[config.mk]
export PLATFORM = sky130hd
export DESIGN_NAME = iob_ptfloat_pack
export DESIGN_NICKNAME = d
export VERILOG_FILES = /design/src/rtl/iob_ptfloat_pack.sv
export SDC_FILE = /design/constraint.sdc
export NUM_CORES = 1
export LEC_CHECK = 0
export BUFFER_PORTS_ARGS = -buffer_cell sky130_fd_sc_hd__buf_2
export CELL_PAD_IN_SITES_DETAIL_PLACEMENT = 0
export CELL_PAD_IN_SITES_GLOBAL_PLACEMENT = 2
export CORE_ASPECT_RATIO = 1.4
export CORE_MARGIN = 4
export CORE_UTILIZATION = 37
export DETAILED_ROUTE_END_ITERATION = 8
export PLACE_DENSITY_LB_ADDON = 0.1
export RECOVER_POWER = 50
export SYNTH_ARGS = -nofsm -noshare
export SYNTH_HDL_FRONTEND = slang
export SYNTH_SLANG_ARGS = --single-unit
[constraint.sdc]
create_clock -name clk_i -period 17.4 [get_ports clk_i]
set_clock_uncertainty 0.15 [all_clocks]
set_input_delay 0.87 -clock clk_i [delete_from_list [all_inputs] [get_ports clk_i]]
set_output_delay 0.87 -clock clk_i [all_outputs]
set_load 0.05 [all_outputs]
[src/rtl/iob_ptfloat_pack.sv]
// iob_ptfloat_pack: normalizes a pt-float operand one bit per cycle, picks
// the minimal exponent-field width, rounds to nearest-even and packs it into
// {ew, exponent[ew], mantissa[DATA_W-EW_W-ew]}; zero/underflow pack to 0.
module iob_ptfloat_pack #(
  parameter  int DATA_W    = 32,
  parameter  int EW_W      = 4,
  localparam int EXP_MAX_W = 2**EW_W - 1,
  localparam int MAN_MAX_W = DATA_W - EW_W
) (
  input  logic                        clk_i,
  input  logic                        arst_n_i,
  input  logic                        cke_i,
  input  logic                        start_i,
  output logic                        ready_o,
  output logic                        done_o,
  input  logic signed [EXP_MAX_W-1:0] exp_i,
  input  logic signed [MAN_MAX_W-1:0] man_i,
  output logic        [DATA_W-1:0]    data_o
);

  localparam int SAT_MAN_W = MAN_MAX_W - EXP_MAX_W;
  localparam logic signed [EXP_MAX_W-1:0] EXP_MIN = {1'b1, {(EXP_MAX_W-1){1'b0}}};
  localparam logic signed [EXP_MAX_W-1:0] EXP_MAX = {1'b0, {(EXP_MAX_W-1){1'b1}}};
  localparam logic signed [EXP_MAX_W-1:0] EXP_ONE = EXP_MAX_W'(1);
  localparam logic        [MAN_MAX_W-1:0] MAN_ONE = MAN_MAX_W'(1);
  localparam logic        [MAN_MAX_W-1:0] MAN_HALF = {2'b01, {(MAN_MAX_W-2){1'b0}}};

  typedef enum logic [1:0] {S_IDLE, S_NORM, S_ROUND, S_OUT} state_t;

  state_t                      state;
  logic                        rnd_done;
  logic signed [EXP_MAX_W-1:0] exp_p0;
  logic signed [MAN_MAX_W-1:0] man_p0;

  logic [EW_W-1:0]      ew_cur;
  logic [MAN_MAX_W-1:0] rnd_man;
  logic                 is_zero, is_norm, at_min, at_max;
  logic                 pos_carry, neg_denorm, accept;

  // Minimal two's-complement width of e; zero needs no bits at all.
  function automatic logic [EW_W-1:0] ew_of(input logic signed [EXP_MAX_W-1:0] e);
    logic [EW_W-1:0]             w;
    logic signed [EXP_MAX_W-1:0] s;
    w = EW_W'(EXP_MAX_W);
    for (int k = EXP_MAX_W - 1; k >= 1; k--) begin
      s = e >>> (k - 1);
      if (s == '0 || s == '1) w = EW_W'(k);
    end
    if (e == '0) w = '0;
    return w;
  endfunction

  // Round-to-nearest-even dropping the low ew bits; result keeps them zero.
  function automatic logic [MAN_MAX_W-1:0] round_rne(input logic [MAN_MAX_W-1:0] m,
                                                     input logic [EW_W-1:0]      ew);
    logic [MAN_MAX_W-1:0] mask, drop, half, keep, shifted;
    logic                 up;
    mask    = (MAN_ONE << ew) - MAN_ONE;
    drop    = m & mask;
    keep    = m & ~mask;
    half    = (ew == '0) ? '0 : (MAN_ONE << (ew - 1));
    shifted = m >> ew;
    up      = (ew != '0) && ((drop > half) || ((drop == half) && shifted[0]));
    return keep + (up ? (MAN_ONE << ew) : '0);
  endfunction

  // Largest-magnitude representable word with the sign of the overflowed value.
  function automatic logic [DATA_W-1:0] sat_word(input logic neg);
    return {{EW_W{1'b1}}, EXP_MAX,
            neg ? {1'b1, {(SAT_MAN_W-1){1'b0}}} : {1'b0, {(SAT_MAN_W-1){1'b1}}}};
  endfunction

  // Place ew exponent bits right below the ew field, then the top mantissa bits.
  function automatic logic [DATA_W-1:0] pack_word(input logic signed [EXP_MAX_W-1:0] e,
                                                  input logic [MAN_MAX_W-1:0]        m,
                                                  input logic [EW_W-1:0]             ew);
    logic [MAN_MAX_W-1:0] emask, efield;
    emask  = (MAN_ONE << ew) - MAN_ONE;
    efield = (MAN_MAX_W'($unsigned(e)) & emask) << (MAN_MAX_W - ew);
    return {ew, efield | (m >> ew)};
  endfunction

  assign ready_o = (state == S_IDLE) || (state == S_OUT);

  // Decode of the held operand: normalization status and the rounding result.
  always_comb begin
    ew_cur     = ew_of(exp_p0);
    rnd_man    = rnd_done ? man_p0 : round_rne(man_p0, ew_cur);
    is_zero    = (man_p0 == '0);
    is_norm    = man_p0[MAN_MAX_W-1] ^ man_p0[MAN_MAX_W-2];
    at_min     = (exp_p0 == EXP_MIN);
    at_max     = (exp_p0 == EXP_MAX);
    pos_carry  = !man_p0[MAN_MAX_W-1] && rnd_man[MAN_MAX_W-1];
    neg_denorm = man_p0[MAN_MAX_W-1] && (rnd_man[MAN_MAX_W-1:MAN_MAX_W-2] == 2'b11) && !at_min;
    accept     = start_i && ready_o;
  end

  // Operand stage: capture, normalizing shifts and post-rounding renormalization.
  always_ff @(posedge clk_i) begin
    if (cke_i) begin
      if (accept) begin
        exp_p0 <= exp_i;
        man_p0 <= man_i;
      end else if (state == S_NORM && !is_zero && !is_norm && !at_min) begin
        exp_p0 <= exp_p0 - EXP_ONE;
        man_p0 <= man_p0 <<< 1;
      end else if (state == S_ROUND && pos_carry && !at_max) begin
        exp_p0 <= exp_p0 + EXP_ONE;
        man_p0 <= MAN_HALF;
      end else if (state == S_ROUND && neg_denorm) begin
        exp_p0 <= exp_p0 - EXP_ONE;
        man_p0 <= rnd_man << 1;
      end
    end
  end

  // Control FSM with registered done_o/data_o.
  always_ff @(posedge clk_i or negedge arst_n_i) begin
    if (!arst_n_i) begin
      state    <= S_IDLE;
      rnd_done <= 1'b0;
      done_o   <= 1'b0;
      data_o   <= '0;
    end else if (cke_i) begin
      done_o <= 1'b0;
      case (state)
        S_IDLE: begin
          if (start_i) begin
            state    <= S_NORM;
            rnd_done <= 1'b0;
          end
        end
        S_NORM: begin
          if (is_zero || (!is_norm && at_min)) begin
            data_o <= '0;
            done_o <= 1'b1;
            state  <= S_OUT;
          end else if (is_norm) begin
            state <= S_ROUND;
          end
        end
        S_ROUND: begin
          if (pos_carry && at_max) begin
            data_o <= sat_word(man_p0[MAN_MAX_W-1]);
            done_o <= 1'b1;
            state  <= S_OUT;
          end else if (pos_carry || neg_denorm) begin
            rnd_done <= 1'b1;
          end else begin
            data_o <= pack_word(exp_p0, rnd_man, ew_cur);
            done_o <= 1'b1;
            state  <= S_OUT;
          end
        end
        default: begin
          if (start_i) begin
            state    <= S_NORM;
            rnd_done <= 1'b0;
          end else begin
            state <= S_IDLE;
          end
        end
      endcase
    end
  end

endmodule

# After elaboration in Yosys (flattened, before gate mapping)

Index checks and enable logic that the tools add are counted.

Flip-flop bits (word level): 79

Reduce and logical (&&, ||, !) cells: 62
Equal/unequal tests: 27
Order comparisons: 1
Shift-type cells: 5
Multiplexer cells: 46
$add $sub $neg: 6
Bitwise operators: 7

Operators by type and width:

| operator                                                             | number |
|---|---|
| 15-bit == test, second input constant                                | 16 |
| 15-bit zero test                                                     | 14 |
| 28-bit 2-to-1 mux                                                    | 7 |
| 32-bit 2-to-1 mux                                                    | 3 |
| 32-bit one-hot mux with 2 select lines                               | 1 |
| 15-bit 2-to-1 mux                                                    | 4 |
| 28-bit bitwise AND                                                   | 2 |
| 4-bit 2-to-1 mux                                                     | 8 |
| 1-bit by 32-bit << shifter with 28-bit output, first input constant  | 1 |
| 28-bit by 32-bit << shifter with 28-bit output                       | 1 |
| 28-bit adder                                                         | 1 |
| 15-bit by 28-bit bitwise AND with 28-bit output                      | 1 |
| 28-bit == test                                                       | 1 |
| 28-bit greater-than comparator                                       | 1 |
| 28-bit zero test                                                     | 1 |
| 28-bit NOT                                                           | 1 |
| 28-bit bitwise OR                                                    | 1 |
| 1-bit by 4-bit << shifter with 28-bit output, first input constant   | 1 |
| 28-bit by 4-bit right shift with 1-bit output                        | 1 |
| 28-bit by 4-bit right shift with 28-bit output                       | 1 |
| 28-bit by 1-bit subtractor with 28-bit output, second input constant | 1 |
| 1-bit logical OR                                                     | 18 |
| 15-bit by 2-bit adder with 15-bit output, second input constant      | 1 |
| 15-bit by 2-bit subtractor with 15-bit output, second input constant | 1 |
| 25 further kinds                                                     | 66 |

# Depth between registers and ports, before layout

Depth after elaboration: 35
Mapped depth: 51

# Least setup slack after synthesis

OpenSTA, ideal clock, no wires.

Path kind: reg-to-reg
Start point: reg exp_p0[13]
End point: reg exp_p0[0] (enable)
Arrival: 12.478 ns
Slack: 4.262 ns
Library setup time: 0.510 ns
Clock period less this slack: 13.138 ns
Path buffers: 8
Required time: 16.740 ns
Cell stages (with the launch flop): 46
Cell sequence: edfxtp_1 buf_2 inv_1 ha_1 or4b_1 o22a_1 o31a_1 o21ai_0 a22oi_2 nand2_2 buf_2 buf_2 buf_2 buf_1 ha_1 ha_1 clkbuf_1 clkbuf_1 [... 10 more ...] nor4_1 a31oi_1 a21oi_2 and3_1 ha_1 inv_1 fa_1 nor2b_1 o2111ai_1 and2_1 clkbuf_1 a21oi_1 o2111ai_1 a211o_1 nand3_1 o2bb2ai_1 a21oi_1 a21boi_0

Word-level cells in the longest chain between the ends: 33

Ends and longest elaborated chain:

| element                                                 | RTL line | RTL |
|---|---|---|
| start, declared                                         | 32       | `logic signed [EXP_MAX_W-1:0] exp_p0;` |
| start signal, assigned                                  | 102      | `exp_p0 <= exp_i;` |
| start signal, assigned                                  | 105      | `exp_p0 <= exp_p0 - EXP_ONE;` |
| start signal, assigned                                  | 108      | `exp_p0 <= exp_p0 + EXP_ONE;` |
| branches (longest 31 deep; another with 15-bit == test) | -        |  |
| 4-bit nonzero test (no source line) (*)                 | -        |  |
| 2-bit AND reduction (no source line) (*)                | -        |  |

Every way passes the cells marked *.
A chain may end at the register's enable or synchronous reset.

# Worst setup path after layout

Start point: reg exp_p0[14]
End point: reg data_o[2]

Word-level cells in the longest chain between the ends: 33

Ends and longest elaborated chain:

| element                                                 | RTL line | RTL |
|---|---|---|
| branches (longest 33 deep; another with 15-bit == test) | -        |  |
| end signal, assigned                                    | 144      | `data_o <= sat_word(man_p0[MAN_MAX_W-1]);` |
| end signal, assigned                                    | 150      | `data_o <= pack_word(exp_p0, rnd_man, ew_cur);` |
| end, declared                                           | 18       | `output logic [DATA_W-1:0] data_o` |

Several ways; the timed one is not identified. The select of a mux whose other input is x is not followed.

==> metrics.json <==
{
  "status": {
    "run_status": "complete, but fails checks",
    "failed_checks": "capacitance limit, slew limit"
  },
  "critical_path": {
    "cp-start-kind": "flip-flop",
    "critical_path.reg2reg.endpoint": "data_o[2]$_DFFE_PN0P_",
    "crit_path_end_kind": "flip-flop",
    "reg2reg_setup_slack_ns": 2.87,
    "critical_path_arrival_ns": 14.61,
    "worst_r2r_path_depth": 42,
    "critPathMaxStageDelay_ns": 1.78,
    "cp_common_cell": "sky130_fd_sc_hd__ha_1",
    "worstReg2RegStart": "exp_p0[14]$_DFFE_PP_",
    "timing.setup.critical_path_class": "reg2reg",
    "critPathMaxFanout": 51,
    "critPathRequiredTime_ns": 17.49,
    "cp_max_delay_cell": "sky130_fd_sc_hd__a221oi_1"
  },
  "logic_synthesis": {
    "synth.net_count": 1577,
    "netlist-cell-type-count": 105,
    "synthesis.instances": 1480,
    "synth_area_um2": 11030,
    "share_of_the_synthesized_area_in_compound_gates_ao_oa_aoi_oai_pct": 35.36,
    "yosys.area_share.adder_pct": 5.740,
    "ys_flop_type": "sky130_fd_sc_hd__edfxtp_1",
    "synth-simple-area-share_pct": 25.08,
    "synth.ff_latch_count": 79,
    "ys.warnings.count": 0,
    "async_flop_share_pct": 45.57,
    "muxShareOfSynthArea_pct": 6.069,
    "synth.yosys.seq_area_share_pct": 19.87,
    "avgSynthCellArea_um2": 7.453,
    "edff_count_synth": 43,
    "post_synth_xor_area_fraction_pct": 2.144,
    "main_combinational_cell_family_by_area_after_synthesis": "compound AO/OA/AOI/OAI gates"
  },
  "min_path": {
    "whs_endpoint": "data_o[31]$_DFFE_PN0P_",
    "worstHoldPathType": "reg2reg",
    "hold-path-cell-count": 2,
    "hold_path.startpoint": "data_o[31]$_DFFE_PN0P_"
  },
  "detailed_routing": {
    "drtIter0Drc": 1210,
    "avgRoutedWirePerCell_um": 26.97,
    "detailroute.via_count": 12400,
    "post_drt_via_cell_ratio": 6.641,
    "postRouteAntennaNets": 0,
    "drt_pass1_iterations": 7,
    "totalWireLength_mm": 50.34,
    "post-route-drc-count": 0
  },
  "grt": {
    "grt.overflow.total": 0,
    "antenna_found_initial": 0,
    "number_of_global_route_vias_before_repair": 11960,
    "track_usage_pct": 30.01,
    "pin_count_of_the_biggest_net_entering_global_routing": 52,
    "grt_pass1_wl_mm": 75.62
  },
  "clock_tree": {
    "number_of_cells_upsized_or_downsized_after_cts": 0,
    "holdBufCountCts": 0,
    "cts_made_buffers": 9,
    "cts_buffer_depth": 2,
    "cts_htree_levels": 3,
    "worstSkewPairLatency_ns": 0.37,
    "cts.repair_timing.setup_buffer_count": 0,
    "tritoncts_sinks": 79,
    "ctsRootBufferMaster": "sky130_fd_sc_hd__clkbuf_16",
    "clkSlewWorstSetupHoldPaths_ns": 0.07,
    "tritoncts_clock_tree": "done"
  },
  "timing": {
    "hold_violations": 0,
    "max_freq_ghz": 0.06885,
    "totalNegativeSetupSlack_ns": 0,
    "finalMaxSlewViolations": 91,
    "final-setup-viol-count": 0,
    "timing.slew.headroom_pct": -52.11,
    "layout_worst_path_cycle_share_pct": 83.48,
    "worst_pin_slew_ns": 2.282,
    "timing.final.crit_period_ns": 14.53,
    "grt_setup_unrepaired": "no"
  },
  "final_layout": {
    "numnets_final": 1579,
    "antenna-diode-count": 0,
    "areaGrowthSynthToFinish_pct": 7.328,
    "final_layout_size_suffix_gt1_share_pct": 10.63
  },
  "floorplanning": {
    "fp-row-count": 74,
    "floorplan.core_area_um2": 29260,
    "die_width_um": 153.9,
    "fp.dieH_um": 212.3,
    "initial_utilization_pct": 37.70,
    "dieArea_um2": 32680,
    "count_of_pins_on_the_block_boundary": 81
  },
  "placement": {
    "gpl_congestion": 0.9858,
    "place.port_buffers": 80,
    "hpwl_mm": 39.18
  },
  "job": {
    "max_cap_violations": 3
  }
}
[stage by stage]
step                      hold WS (ns)  utilization (%)  worst slack, ns  cell area [µm²]  cells
after floorplan                 0.4104                -            4.262            11030   1480
after global placement          0.3119            39.78            5.153            11640   1851
after detailed placement        0.3145            39.78            4.626            11640   1851
after CTS                       0.3291            40.77            4.610            11930   1867
after global routing            0.3632            40.46            1.812            11840   1867
final                           0.3318            40.46            2.875            11840   1867
[layout make-up]
type                       count  area (µm²)
multi-input combinational   1250        8187
tap                          380       475.5
fill                        3163       17420
inverter                      33       123.9
clock inverter                 6       61.31
sequential                    79        2192
timing repair buffer         109       570.5
clock buffer                  10       229.0
[registers in the layout (all words and copies together), names as in the netlist]
name / count
rnd_done: 1
exp_p0: 15
state: 2
data_o: 32
done_o: 1
man_p0: 28
[worst max path at each step]
| stage | startpoint | end | slack [ns] | cells after the start |
|---|---|---|---|---|
| after floorplan | exp_p0[13]$_DFFE_PP_ | exp_p0[0]$_DFFE_PP_ | 4.26 | 45 |
| after global placement | exp_p0[14]$_DFFE_PP_ | data_o[2]$_DFFE_PN0P_ | 5.15 | 42 |
| after detailed placement | exp_p0[14]$_DFFE_PP_ | data_o[2]$_DFFE_PN0P_ | 4.63 | 42 |
| after CTS | exp_p0[14]$_DFFE_PP_ | data_o[2]$_DFFE_PN0P_ | 4.61 | 42 |
| after global routing | exp_p0[14]$_DFFE_PP_ | data_o[2]$_DFFE_PN0P_ | 1.81 | 42 |
| final | exp_p0[14]$_DFFE_PP_ | data_o[2]$_DFFE_PN0P_ | 2.87 | 42 |
[worst max-delay path: cells and delay by family (launching register included)]
kind / cells / cell delay (ns)
compound gates: 16 / 6.39
simple gates: 14 / 3.31
fa+ha+maj: 6 / 1.84
buf+inv: 5 / 1.31
flops: 1 / 0.73
xor+xnor: 1 / 0.56
[routing by layer]
metal	wire length (µm)	track usage (%)	vias up
met5	0	0	-
met4	2853	15.08	0
met3	2776	3.238	134
met2	24210	51.20	571
met1	20510	37.67	5992
li1	-	-	5701
[cell usage after synthesis (7+ instances only)]
| master | number | area (µm²) |
|---|---|---|
| sky130_fd_sc_hd__mux2_2 | 16 | 180.2 |
| sky130_fd_sc_hd__or2_2 | 8 | 50.05 |
| sky130_fd_sc_hd__a21oi_1 | 97 | 485.5 |
| sky130_fd_sc_hd__nand2b_1 | 17 | 106.4 |
| sky130_fd_sc_hd__nand4_1 | 19 | 118.9 |
| sky130_fd_sc_hd__inv_1 | 30 | 112.6 |
| sky130_fd_sc_hd__mux4_2 | 8 | 180.2 |
| sky130_fd_sc_hd__clkbuf_1 | 78 | 292.8 |
| sky130_fd_sc_hd__mux2i_1 | 28 | 280.3 |
| sky130_fd_sc_hd__buf_2 | 26 | 130.1 |
| sky130_fd_sc_hd__xnor2_1 | 13 | 113.9 |
| sky130_fd_sc_hd__nor2b_1 | 18 | 112.6 |
| sky130_fd_sc_hd__ha_1 | 49 | 613.1 |
| sky130_fd_sc_hd__and2_1 | 27 | 168.9 |
| sky130_fd_sc_hd__nand3_1 | 45 | 225.2 |
| sky130_fd_sc_hd__nand2_1 | 172 | 645.6 |
| sky130_fd_sc_hd__nor2_1 | 137 | 514.2 |
| sky130_fd_sc_hd__a31oi_1 | 41 | 256.5 |
| sky130_fd_sc_hd__o31ai_1 | 12 | 90.09 |
| sky130_fd_sc_hd__o21ai_0 | 101 | 505.5 |
| sky130_fd_sc_hd__and3_1 | 29 | 181.4 |
| sky130_fd_sc_hd__buf_1 | 9 | 33.78 |
| sky130_fd_sc_hd__o21a_1 | 12 | 90.09 |
| sky130_fd_sc_hd__nor3_1 | 36 | 180.2 |
| sky130_fd_sc_hd__o211ai_1 | 38 | 285.3 |
| sky130_fd_sc_hd__a21boi_0 | 10 | 75.07 |
| sky130_fd_sc_hd__a211o_1 | 13 | 113.9 |
| sky130_fd_sc_hd__o21ai_1 | 7 | 35.03 |
| sky130_fd_sc_hd__o2111ai_1 | 8 | 70.07 |
| sky130_fd_sc_hd__or3_1 | 10 | 62.56 |
| sky130_fd_sc_hd__a211oi_1 | 25 | 187.7 |
| sky130_fd_sc_hd__xor2_1 | 14 | 122.6 |
| sky130_fd_sc_hd__a21o_1 | 25 | 187.7 |
| sky130_fd_sc_hd__dfrtp_1 | 36 | 900.9 |
| sky130_fd_sc_hd__a221oi_1 | 11 | 96.34 |
| sky130_fd_sc_hd__a22oi_1 | 7 | 52.55 |
| sky130_fd_sc_hd__o221ai_1 | 10 | 87.58 |
| sky130_fd_sc_hd__edfxtp_1 | 43 | 1291 |
| sky130_fd_sc_hd__a2111oi_0 | 10 | 87.58 |
| sky130_fd_sc_hd__o22ai_1 | 20 | 125.1 |
| sky130_fd_sc_hd__nor4_1 | 19 | 118.9 |
[cell usage in the layout, fill, tap and decap left out, drive strengths merged, types with 29 or more instances in the layout]
cell and count:
a211oi 29, a21oi 100, a31oi 42, and3 29
buf 73, clkbuf 46, dfrtp 36, edfxtp 43
ha 49, inv 33, mux2i 29, nand2 173
nand3 45, nor2 137, nor3 39, o211ai 39
o21ai 109
[logic make-up (layout without fill, tap and decap cells)]
| kind of cell | after synthesis | in the layout |
|---|---|---|
| flops | 79 | 79 |
| xor+xnor | 27 | 27 |
| simple gates | 568 | 568 |
| compound gates | 551 | 551 |
| mux | 54 | 54 |
| buf+inv | 151 | 158 |
| fa+ha+maj | 50 | 50 |
Power is left out: the tool's default activity adds up to more than one toggle a clock period on the data nets, which glitch-free logic cannot reach.
